[config.mk]
export PLATFORM = sky130hd
export DESIGN_NAME = alu_seq_flat
export DESIGN_NICKNAME = d
export VERILOG_FILES = /design/src/rtl/alu_seq_pkg.sv /design/src/rtl/alu_seq_if.sv /design/src/rtl/alu_seq_carry.sv /design/src/rtl/alu_seq.sv /design/src/flat_wrapper.sv
export SDC_FILE = /design/constraint.sdc
export NUM_CORES = 1
export LEC_CHECK = 0
export BUFFER_PORTS_ARGS = -buffer_cell sky130_fd_sc_hd__buf_2
export CELL_PAD_IN_SITES_DETAIL_PLACEMENT = 1
export CELL_PAD_IN_SITES_GLOBAL_PLACEMENT = 1
export CORE_MARGIN = 1
export CORE_UTILIZATION = 25
export DETAILED_ROUTE_END_ITERATION = 8
export PLACE_DENSITY = 0.73
export SETUP_SLACK_MARGIN = 0.15
export SLEW_MARGIN = 30
export SYNTH_ARGS = -nofsm -noshare
export SYNTH_HDL_FRONTEND = slang
export SYNTH_HIERARCHICAL = 1
export SYNTH_SLANG_ARGS = --single-unit
[constraint.sdc]
create_clock -name clk -period 4.1 [get_ports clk]
set_input_delay 0.205 -clock clk [delete_from_list [all_inputs] [get_ports clk]]
set_output_delay 0.205 -clock clk [all_outputs]
set_load 0.1 [all_outputs]
[src/rtl/alu_seq_pkg.sv]
// Shared opcodes, FSM state type and helpers for the alu_seq multi-pass sequencer.
package alu_seq_pkg;

  localparam logic [7:0] OP_NOP  = 8'd0;
  localparam logic [7:0] OP_ADD  = 8'd1;
  localparam logic [7:0] OP_ADC  = 8'd2;
  localparam logic [7:0] OP_SUB  = 8'd3;
  localparam logic [7:0] OP_SUC  = 8'd4;
  localparam logic [7:0] OP_MUL8 = 8'd5;
  localparam logic [7:0] OP_MUL6 = 8'd6;
  localparam logic [7:0] OP_DIV8 = 8'd7;
  localparam logic [7:0] OP_DIV6 = 8'd8;
  localparam logic [7:0] OP_CMP  = 8'd9;

  localparam logic [31:0] ERR_RESULT = 32'hFFFF_FFFF;

  typedef enum logic [2:0] {
    IDLE, P1_ISSUE, P1_CAP, P2_ISSUE, P2_CAP, RESP
  } state_e;

  function automatic logic is_muldiv(input logic [7:0] op);
    return (op == OP_MUL8) || (op == OP_MUL6) || (op == OP_DIV8) || (op == OP_DIV6);
  endfunction

  function automatic logic is_wide_op(input logic [7:0] op);
    return (op == OP_ADD) || (op == OP_SUB) || (op == OP_CMP);
  endfunction

  // MUL6/DIV6 return a 32-bit product / {remainder, quotient} spread over c and acc.
  function automatic logic [31:0] narrow_result(input logic [7:0] op,
                                                input logic [15:0] hi,
                                                input logic [15:0] lo);
    if (op == OP_CMP)
      return '0;
    else if ((op == OP_MUL6) || (op == OP_DIV6))
      return {hi, lo};
    else
      return {16'h0000, lo};
  endfunction

endpackage

[src/rtl/alu_seq_if.sv]
// Request, response and ALU operand bundle; master = sequencer, slave = requester/ALU side.
interface alu_seq_if;
  logic        req_valid;
  logic        req_ready;
  logic [7:0]  req_op;
  logic        req_wide;
  logic        req_cf;
  logic [31:0] req_a;
  logic [31:0] req_b;

  logic        rsp_valid;
  logic        rsp_ready;
  logic [31:0] rsp_result;
  logic        rsp_c;
  logic        rsp_z;
  logic        rsp_o;
  logic        rsp_err;

  logic [7:0]  alu_op;
  logic [15:0] alu_a;
  logic [15:0] alu_b;
  logic        alu_cf;
  logic [15:0] alu_acc;
  logic [15:0] alu_c;
  logic        alu_c_flag;
  logic        alu_z_flag;
  logic        alu_o_flag;

  modport master (
    input  req_valid, req_op, req_wide, req_cf, req_a, req_b, rsp_ready,
           alu_acc, alu_c, alu_c_flag, alu_z_flag, alu_o_flag,
    output req_ready, rsp_valid, rsp_result, rsp_c, rsp_z, rsp_o, rsp_err,
           alu_op, alu_a, alu_b, alu_cf
  );

  modport slave (
    output req_valid, req_op, req_wide, req_cf, req_a, req_b, rsp_ready,
           alu_acc, alu_c, alu_c_flag, alu_z_flag, alu_o_flag,
    input  req_ready, rsp_valid, rsp_result, rsp_c, rsp_z, rsp_o, rsp_err,
           alu_op, alu_a, alu_b, alu_cf
  );
endinterface

[src/rtl/alu_seq_carry.sv]
// Low-word chain bit for wide ops: unsigned carry-out for ADD, borrow (a < b) for SUB.
module alu_seq_carry (
  input  logic [15:0] a_i,
  input  logic [15:0] b_i,
  input  logic        sub_i,
  output logic        chain_o
);
  logic [16:0] sum;

  assign sum     = {1'b0, a_i} + {1'b0, b_i};
  assign chain_o = sub_i ? (a_i < b_i) : sum[16];
endmodule

[src/rtl/alu_seq.sv]
// Multi-pass sequencer in front of the 16-bit ALU; wide ADD/SUB/CMP
// chaining is built only when ALU_SEQ_WIDE_EN is defined.
module alu_seq
  import alu_seq_pkg::*;
(
  input logic       clk,
  input logic       rst_n,
  alu_seq_if.master bus
);

  state_e      state_q, state_d;
  logic        req_ready_q, req_ready_d;
  logic        rsp_valid_q, rsp_valid_d;
  logic [31:0] rsp_result_q, rsp_result_d;
  logic        rsp_c_q, rsp_c_d, rsp_z_q, rsp_z_d, rsp_o_q, rsp_o_d, rsp_err_q, rsp_err_d;
  logic [7:0]  alu_op_q, alu_op_d;
  logic [15:0] alu_a_q, alu_a_d, alu_b_q, alu_b_d;
  logic        alu_cf_q, alu_cf_d;
  logic [7:0]  op_q, op_d;
  logic        bad_op, div0;

  assign bad_op = (bus.req_op == OP_NOP) || (bus.req_op > OP_CMP);
  assign div0   = ((bus.req_op == OP_DIV8) || (bus.req_op == OP_DIV6)) && (bus.req_b[15:0] == 16'h0000);

`ifdef ALU_SEQ_WIDE_EN
  logic        wide_q, wide_d, wide_req, chain;
  logic [31:0] a_q, a_d, b_q, b_d;
  logic [15:0] lo_acc_q, lo_acc_d;

  assign wide_req = bus.req_wide && is_wide_op(bus.req_op);

  // The ALU's own carry is sign-extended, so the chain bit is derived here.
  alu_seq_carry u_carry (
    .a_i     (a_q[15:0]),
    .b_i     (b_q[15:0]),
    .sub_i   (op_q == OP_SUB),
    .chain_o (chain)
  );
`endif

  always_comb begin
    state_d      = state_q;
    rsp_valid_d  = rsp_valid_q;
    rsp_result_d = rsp_result_q;
    rsp_c_d      = rsp_c_q;
    rsp_z_d      = rsp_z_q;
    rsp_o_d      = rsp_o_q;
    rsp_err_d    = rsp_err_q;
    alu_op_d     = OP_NOP;
    alu_a_d      = alu_a_q;
    alu_b_d      = alu_b_q;
    alu_cf_d     = alu_cf_q;
    op_d         = op_q;
`ifdef ALU_SEQ_WIDE_EN
    wide_d       = wide_q;
    a_d          = a_q;
    b_d          = b_q;
    lo_acc_d     = lo_acc_q;
`endif
    case (state_q)
      IDLE: begin
        if (bus.req_valid && req_ready_q) begin
          op_d = bus.req_op;
          if (bad_op || div0) begin
            state_d      = RESP;
            rsp_valid_d  = 1'b1;
            rsp_result_d = div0 ? ERR_RESULT : '0;
            rsp_err_d    = 1'b1;
            rsp_c_d      = 1'b0;
            rsp_z_d      = 1'b0;
            rsp_o_d      = 1'b0;
          end else begin
            state_d  = P1_ISSUE;
            alu_op_d = bus.req_op;
            alu_a_d  = bus.req_a[15:0];
            alu_b_d  = bus.req_b[15:0];
            alu_cf_d = bus.req_cf;
`ifdef ALU_SEQ_WIDE_EN
            wide_d = wide_req;
            a_d    = bus.req_a;
            b_d    = bus.req_b;
            if (wide_req) begin
              alu_cf_d = 1'b0;
              if (bus.req_op == OP_CMP) begin
                alu_a_d = bus.req_a[31:16];
                alu_b_d = bus.req_b[31:16];
              end
            end
`endif
          end
        end
      end
      P1_ISSUE: state_d = P1_CAP;
      P1_CAP: begin
        state_d      = RESP;
        rsp_valid_d  = 1'b1;
        rsp_err_d    = 1'b0;
        rsp_result_d = narrow_result(op_q, bus.alu_c, bus.alu_acc);
        rsp_z_d      = bus.alu_z_flag;
        rsp_c_d      = is_muldiv(op_q) ? 1'b0 : bus.alu_c_flag;
        rsp_o_d      = is_muldiv(op_q) ? 1'b0 : bus.alu_o_flag;
`ifdef ALU_SEQ_WIDE_EN
        if (wide_q) begin
          lo_acc_d = bus.alu_acc;
          if (op_q == OP_CMP) begin
            if (bus.alu_z_flag) begin
              state_d     = P2_ISSUE;
              rsp_valid_d = 1'b0;
              alu_op_d    = OP_CMP;
              alu_a_d     = a_q[15:0];
              alu_b_d     = b_q[15:0];
              alu_cf_d    = 1'b0;
            end
          end else begin
            state_d     = P2_ISSUE;
            rsp_valid_d = 1'b0;
            alu_op_d    = (op_q == OP_ADD) ? OP_ADC : OP_SUC;
            alu_a_d     = a_q[31:16];
            alu_b_d     = b_q[31:16];
            alu_cf_d    = chain;
          end
        end
`endif
      end
`ifdef ALU_SEQ_WIDE_EN
      P2_ISSUE: state_d = P2_CAP;
      P2_CAP: begin
        state_d     = RESP;
        rsp_valid_d = 1'b1;
        rsp_err_d   = 1'b0;
        rsp_c_d     = bus.alu_c_flag;
        rsp_o_d     = bus.alu_o_flag;
        if (op_q == OP_CMP) begin
          rsp_result_d = '0;
          rsp_z_d      = bus.alu_z_flag;
        end else begin
          rsp_result_d = {bus.alu_acc, lo_acc_q};
          rsp_z_d      = (lo_acc_q == 16'h0000) && (bus.alu_acc == 16'h0000);
        end
      end
`endif
      RESP: begin
        if (bus.rsp_ready) begin
          state_d     = IDLE;
          rsp_valid_d = 1'b0;
        end
      end
      default: state_d = IDLE;
    endcase
    req_ready_d = (state_d == IDLE);
  end

  always_ff @(posedge clk or negedge rst_n) begin
    if (!rst_n) begin
      state_q      <= IDLE;
      req_ready_q  <= 1'b0;
      rsp_valid_q  <= 1'b0;
      rsp_result_q <= '0;
      rsp_c_q      <= 1'b0;
      rsp_z_q      <= 1'b0;
      rsp_o_q      <= 1'b0;
      rsp_err_q    <= 1'b0;
      alu_op_q     <= OP_NOP;
      alu_a_q      <= '0;
      alu_b_q      <= '0;
      alu_cf_q     <= 1'b0;
      op_q         <= OP_NOP;
    end else begin
      state_q      <= state_d;
      req_ready_q  <= req_ready_d;
      rsp_valid_q  <= rsp_valid_d;
      rsp_result_q <= rsp_result_d;
      rsp_c_q      <= rsp_c_d;
      rsp_z_q      <= rsp_z_d;
      rsp_o_q      <= rsp_o_d;
      rsp_err_q    <= rsp_err_d;
      alu_op_q     <= alu_op_d;
      alu_a_q      <= alu_a_d;
      alu_b_q      <= alu_b_d;
      alu_cf_q     <= alu_cf_d;
      op_q         <= op_d;
    end
  end

`ifdef ALU_SEQ_WIDE_EN
  always_ff @(posedge clk or negedge rst_n) begin
    if (!rst_n) begin
      wide_q   <= 1'b0;
      a_q      <= '0;
      b_q      <= '0;
      lo_acc_q <= '0;
    end else begin
      wide_q   <= wide_d;
      a_q      <= a_d;
      b_q      <= b_d;
      lo_acc_q <= lo_acc_d;
    end
  end
`endif

  assign bus.req_ready  = req_ready_q;
  assign bus.rsp_valid  = rsp_valid_q;
  assign bus.rsp_result = rsp_result_q;
  assign bus.rsp_c      = rsp_c_q;
  assign bus.rsp_z      = rsp_z_q;
  assign bus.rsp_o      = rsp_o_q;
  assign bus.rsp_err    = rsp_err_q;
  assign bus.alu_op     = alu_op_q;
  assign bus.alu_a      = alu_a_q;
  assign bus.alu_b      = alu_b_q;
  assign bus.alu_cf     = alu_cf_q;

endmodule
[src/flat_wrapper.sv]
// flat-port wrapper written by rule: the top's interface ports become plain ports
module alu_seq_flat import alu_seq_pkg::*;
  (clk, rst_n, bus_req_valid, bus_req_op, bus_req_wide, bus_req_cf, bus_req_a, bus_req_b, bus_rsp_ready, bus_alu_acc, bus_alu_c, bus_alu_c_flag, bus_alu_z_flag, bus_alu_o_flag, bus_req_ready, bus_rsp_valid, bus_rsp_result, bus_rsp_c, bus_rsp_z, bus_rsp_o, bus_rsp_err, bus_alu_op, bus_alu_a, bus_alu_b, bus_alu_cf);
  alu_seq_if bus_i ();
  input logic clk;
  input logic rst_n;
  input wire logic [$bits(bus_i.req_valid)-1:0] bus_req_valid;
  input wire logic [$bits(bus_i.req_op)-1:0] bus_req_op;
  input wire logic [$bits(bus_i.req_wide)-1:0] bus_req_wide;
  input wire logic [$bits(bus_i.req_cf)-1:0] bus_req_cf;
  input wire logic [$bits(bus_i.req_a)-1:0] bus_req_a;
  input wire logic [$bits(bus_i.req_b)-1:0] bus_req_b;
  input wire logic [$bits(bus_i.rsp_ready)-1:0] bus_rsp_ready;
  input wire logic [$bits(bus_i.alu_acc)-1:0] bus_alu_acc;
  input wire logic [$bits(bus_i.alu_c)-1:0] bus_alu_c;
  input wire logic [$bits(bus_i.alu_c_flag)-1:0] bus_alu_c_flag;
  input wire logic [$bits(bus_i.alu_z_flag)-1:0] bus_alu_z_flag;
  input wire logic [$bits(bus_i.alu_o_flag)-1:0] bus_alu_o_flag;
  output wire logic [$bits(bus_i.req_ready)-1:0] bus_req_ready;
  output wire logic [$bits(bus_i.rsp_valid)-1:0] bus_rsp_valid;
  output wire logic [$bits(bus_i.rsp_result)-1:0] bus_rsp_result;
  output wire logic [$bits(bus_i.rsp_c)-1:0] bus_rsp_c;
  output wire logic [$bits(bus_i.rsp_z)-1:0] bus_rsp_z;
  output wire logic [$bits(bus_i.rsp_o)-1:0] bus_rsp_o;
  output wire logic [$bits(bus_i.rsp_err)-1:0] bus_rsp_err;
  output wire logic [$bits(bus_i.alu_op)-1:0] bus_alu_op;
  output wire logic [$bits(bus_i.alu_a)-1:0] bus_alu_a;
  output wire logic [$bits(bus_i.alu_b)-1:0] bus_alu_b;
  output wire logic [$bits(bus_i.alu_cf)-1:0] bus_alu_cf;
  assign bus_i.req_valid = bus_req_valid;
  assign bus_i.req_op = bus_req_op;
  assign bus_i.req_wide = bus_req_wide;
  assign bus_i.req_cf = bus_req_cf;
  assign bus_i.req_a = bus_req_a;
  assign bus_i.req_b = bus_req_b;
  assign bus_i.rsp_ready = bus_rsp_ready;
  assign bus_i.alu_acc = bus_alu_acc;
  assign bus_i.alu_c = bus_alu_c;
  assign bus_i.alu_c_flag = bus_alu_c_flag;
  assign bus_i.alu_z_flag = bus_alu_z_flag;
  assign bus_i.alu_o_flag = bus_alu_o_flag;
  assign bus_req_ready = bus_i.req_ready;
  assign bus_rsp_valid = bus_i.rsp_valid;
  assign bus_rsp_result = bus_i.rsp_result;
  assign bus_rsp_c = bus_i.rsp_c;
  assign bus_rsp_z = bus_i.rsp_z;
  assign bus_rsp_o = bus_i.rsp_o;
  assign bus_rsp_err = bus_i.rsp_err;
  assign bus_alu_op = bus_i.alu_op;
  assign bus_alu_a = bus_i.alu_a;
  assign bus_alu_b = bus_i.alu_b;
  assign bus_alu_cf = bus_i.alu_cf;
  alu_seq u_core (.clk(clk), .rst_n(rst_n), .bus(bus_i));
endmodule
==> results.cfg <==
[timing]
final-hold-violation-count = 0
slew_viol_final = 0
max_freq_ghz = 0.442
clock_skew_ns = 0.00853
report.final.setup_viol = 0
finalCriticalPeriod_ns = 2.26
fin_hold_ws_ns = 0.0735
tightest_slew_ns = 0.745
rsz0062_at_grt = no
fin_crit_sh_pct = 55.2
slew_headroom_pct = 50.3
fin_setup_tns_ns = 0

[detailed_routing]
wl_um = 10100
drtIter0Drc = 48
drt_first_pass_iters = 4
ant_nets = 0
drc_errors = 0
wl_per_cell_um = 15.5
via_per_inst = 4.34
num_vias = 2831

[flow_run]
drv_cap = 0

[synth]
ys_types = 38
synthArstFlopShare_pct = 100
ys.flop_type = dfrtp_1
syn-cell-area_um2 = 3880
ys_warn_count = 6
yosys-top-cells-count = 90 x dfrtp_1, 36 x inv_1, 34 x a21oi_1, 31 x mux2i_1, 20 x mux2_4
ys_seq_area_share_pct = 58.0
synth_edf_count = 0
avgSynthCellArea_um2 = 13.1
synthCells = 296
synth_seq_cells = 90
synth_area_leaders = dfrtp_1 58%, mux2i_1 8.0%, mux2_4 7.7%, mux2_2 4.6%, a21oi_1 4.4%
synth_top_area_share_pct = 58.0
yosysTopAreaCell = dfrtp_1
yosysMostFrequentCell = dfrtp_1

[final_layout]
num-nets-final = 572
antenna_cells = 0
drive_gt1_share_pct = 47.2
area_growth_pct = 33.4
fin_util_pct = 34.1

[clocking]
cts_buffers = 9
cts_tree = built
cts_sinks = 90
cts_setup_buffers = 0
clk_latency_ns = 0.34
clkSlewWorstSetupHoldPaths_ns = 0.07
htreeDepth = 3
clk_root_buffer_cell = clkbuf_16
cts_buffer_depth = 2

[worst_setup_path]
r2r-start = u_core/state_q[0]
cp_data_required_time_ns = 4.32
path_max_fanout = 37
r2r_slack_ns = 1.84
r2r_end = u_core/bus.alu_b[15]
reg2reg_depth = 5
cp-end-kind = flip-flop
critical_path_arrival_ns = 2.48
worst_setup_path_start_kind = flip-flop
crit_type = reg2reg

[power_and_ir_drop]
ir_drop_mv = 0.328
power.density_nw_per_um2 = 893
leakagePower_nw = 2.87

[grt]
grt_max_degree = 57
overflow = 0
busiest_layer = met2
grt_pass1_wl_um = 16400
grt_pass1_vias = 3121
grtUsageMet3_pct = 2.66
antenna_found_initial = 0
grtUsageMet1_pct = 16.3
grt_usage_pct = 13.4
use_met2_pct = 23.1

[die]
die_area_um2 = 16000
fp-row-count = 45
start_util_pct = 25.5
dieWidth_um = 127
core_area_um2 = 15200
chipHeight_um = 127
pin_count = 192

[place]
gp_congestion = 0.712
port_buffers = 158
hpwl_um = 7410

[worst_hold_path]
hold-path-endpoint = u_core/bus.alu_a[15]
min_path_type = in2reg
hold_start = bus_req_a[15]
min_delay_path_depth = 2

[status]
status = completed
[stage by stage]
step                      instance area (um2)  power (mW)  worst slack, ns  cells
after floorplan                          3890        3.30             1.83    299
after global placement                   4840        3.67             1.68    635
after detailed placement                 4840        3.73             1.68    635
after CTS                                5180        4.69             1.78    652
after global routing                     5180        4.83             1.63    652
final                                    5180        4.63             1.84    652
[state kept, by name (all words and copies together), names as in the netlist]
signal	cells
u_core/bus.alu_op	8
u_core/bus.req_ready	1
u_core/bus.rsp_o	1
u_core/bus.rsp_z	1
u_core/bus.alu_cf	1
u_core/bus.rsp_result	32
u_core/bus.alu_b	16
u_core/state_q	3
u_core/op_q	8
u_core/bus.rsp_c	1
u_core/bus.rsp_valid	1
u_core/bus.rsp_err	1
u_core/bus.alu_a	16
[how the worst max path moves through the flow]
stage,startpoint,cells past startpoint,endpoint
after floorplan,u_core/bus.req_ready,6,u_core/bus.alu_a[0]
after global placement,bus_req_b[1],6,u_core/bus.alu_b[6]
after detailed placement,bus_req_b[5],6,u_core/bus.alu_b[5]
after CTS,u_core/state_q[0],5,u_core/bus.alu_cf
after global routing,u_core/state_q[0],5,u_core/bus.alu_b[15]
final,u_core/state_q[0],5,u_core/bus.alu_b[15]
[power by group]
group          switching, mW  leakage [nW]  internal (mW)
Combinational           1.90          1.51          0.490
Clock                  0.343         0.166          0.593
Sequential             0.157          1.20           1.14
[repair_timing]
| item | CTS | global route |
|---|---|---|
| endpoints found under the hold margin | 34 | 0 |
| resized for setup | 0 | 0 |
| hold buffers | 1 | 0 |
[layout make-up]
class | instances | area [um2]
flip-flops and latches | 90 | 2250
inverters | 36 | 135
multi-input cells | 159 | 1390
repair buffers | 163 | 833
fillers | 1721 | 10000
clock inverters | 6 | 105
well taps | 188 | 235
clock buffers | 10 | 229
[worst max-delay path, stage by stage (launching register included)]
cell      delay, ns
dfrtp_1        0.41
nor2_1         0.23
nand3_1        0.12
nor2_2         0.44
nand2b_4       0.45
mux2_1         0.45
[cell usage in the layout (no fill, tap or decap), types with 2 or more instances in the layout]
master / instances
buf_2: 157
dfrtp_1: 90
inv_1: 36
a21oi_1: 34
mux2i_1: 31
mux2_4: 20
mux2_2: 16
clkbuf_16: 9
nor2_1: 7
mux2_1: 6
buf_4: 5
nor4_1: 5
o21ai_0: 5
conb_1: 4
clkinv_2: 3
bufinv_16: 3
nand3_1: 3
a22o_1: 3
nand3b_1: 2
o21bai_1: 2
nor3b_1: 2
nand2_1: 2
nor2b_1: 2
[logic make-up (layout without fill, tap and decap cells)]
family,Yosys count,after routing,share of synthesized area (%)
buffers and inverters,50,215,6.99
AO/OA/AOI/OAI,49,49,7.31
other,1,4,0.0966
flip-flops,90,90,58.0
multiplexers,73,73,22.1
AND/OR/NAND/NOR,33,33,5.51
[layer usage]
layer,routed length (um),vias to the layer above
li1,-,1330
met1,4270,1412
met2,5280,77
met3,365,12
met4,182,0
met5,0,-
Power figures use the tool's default switching activity.
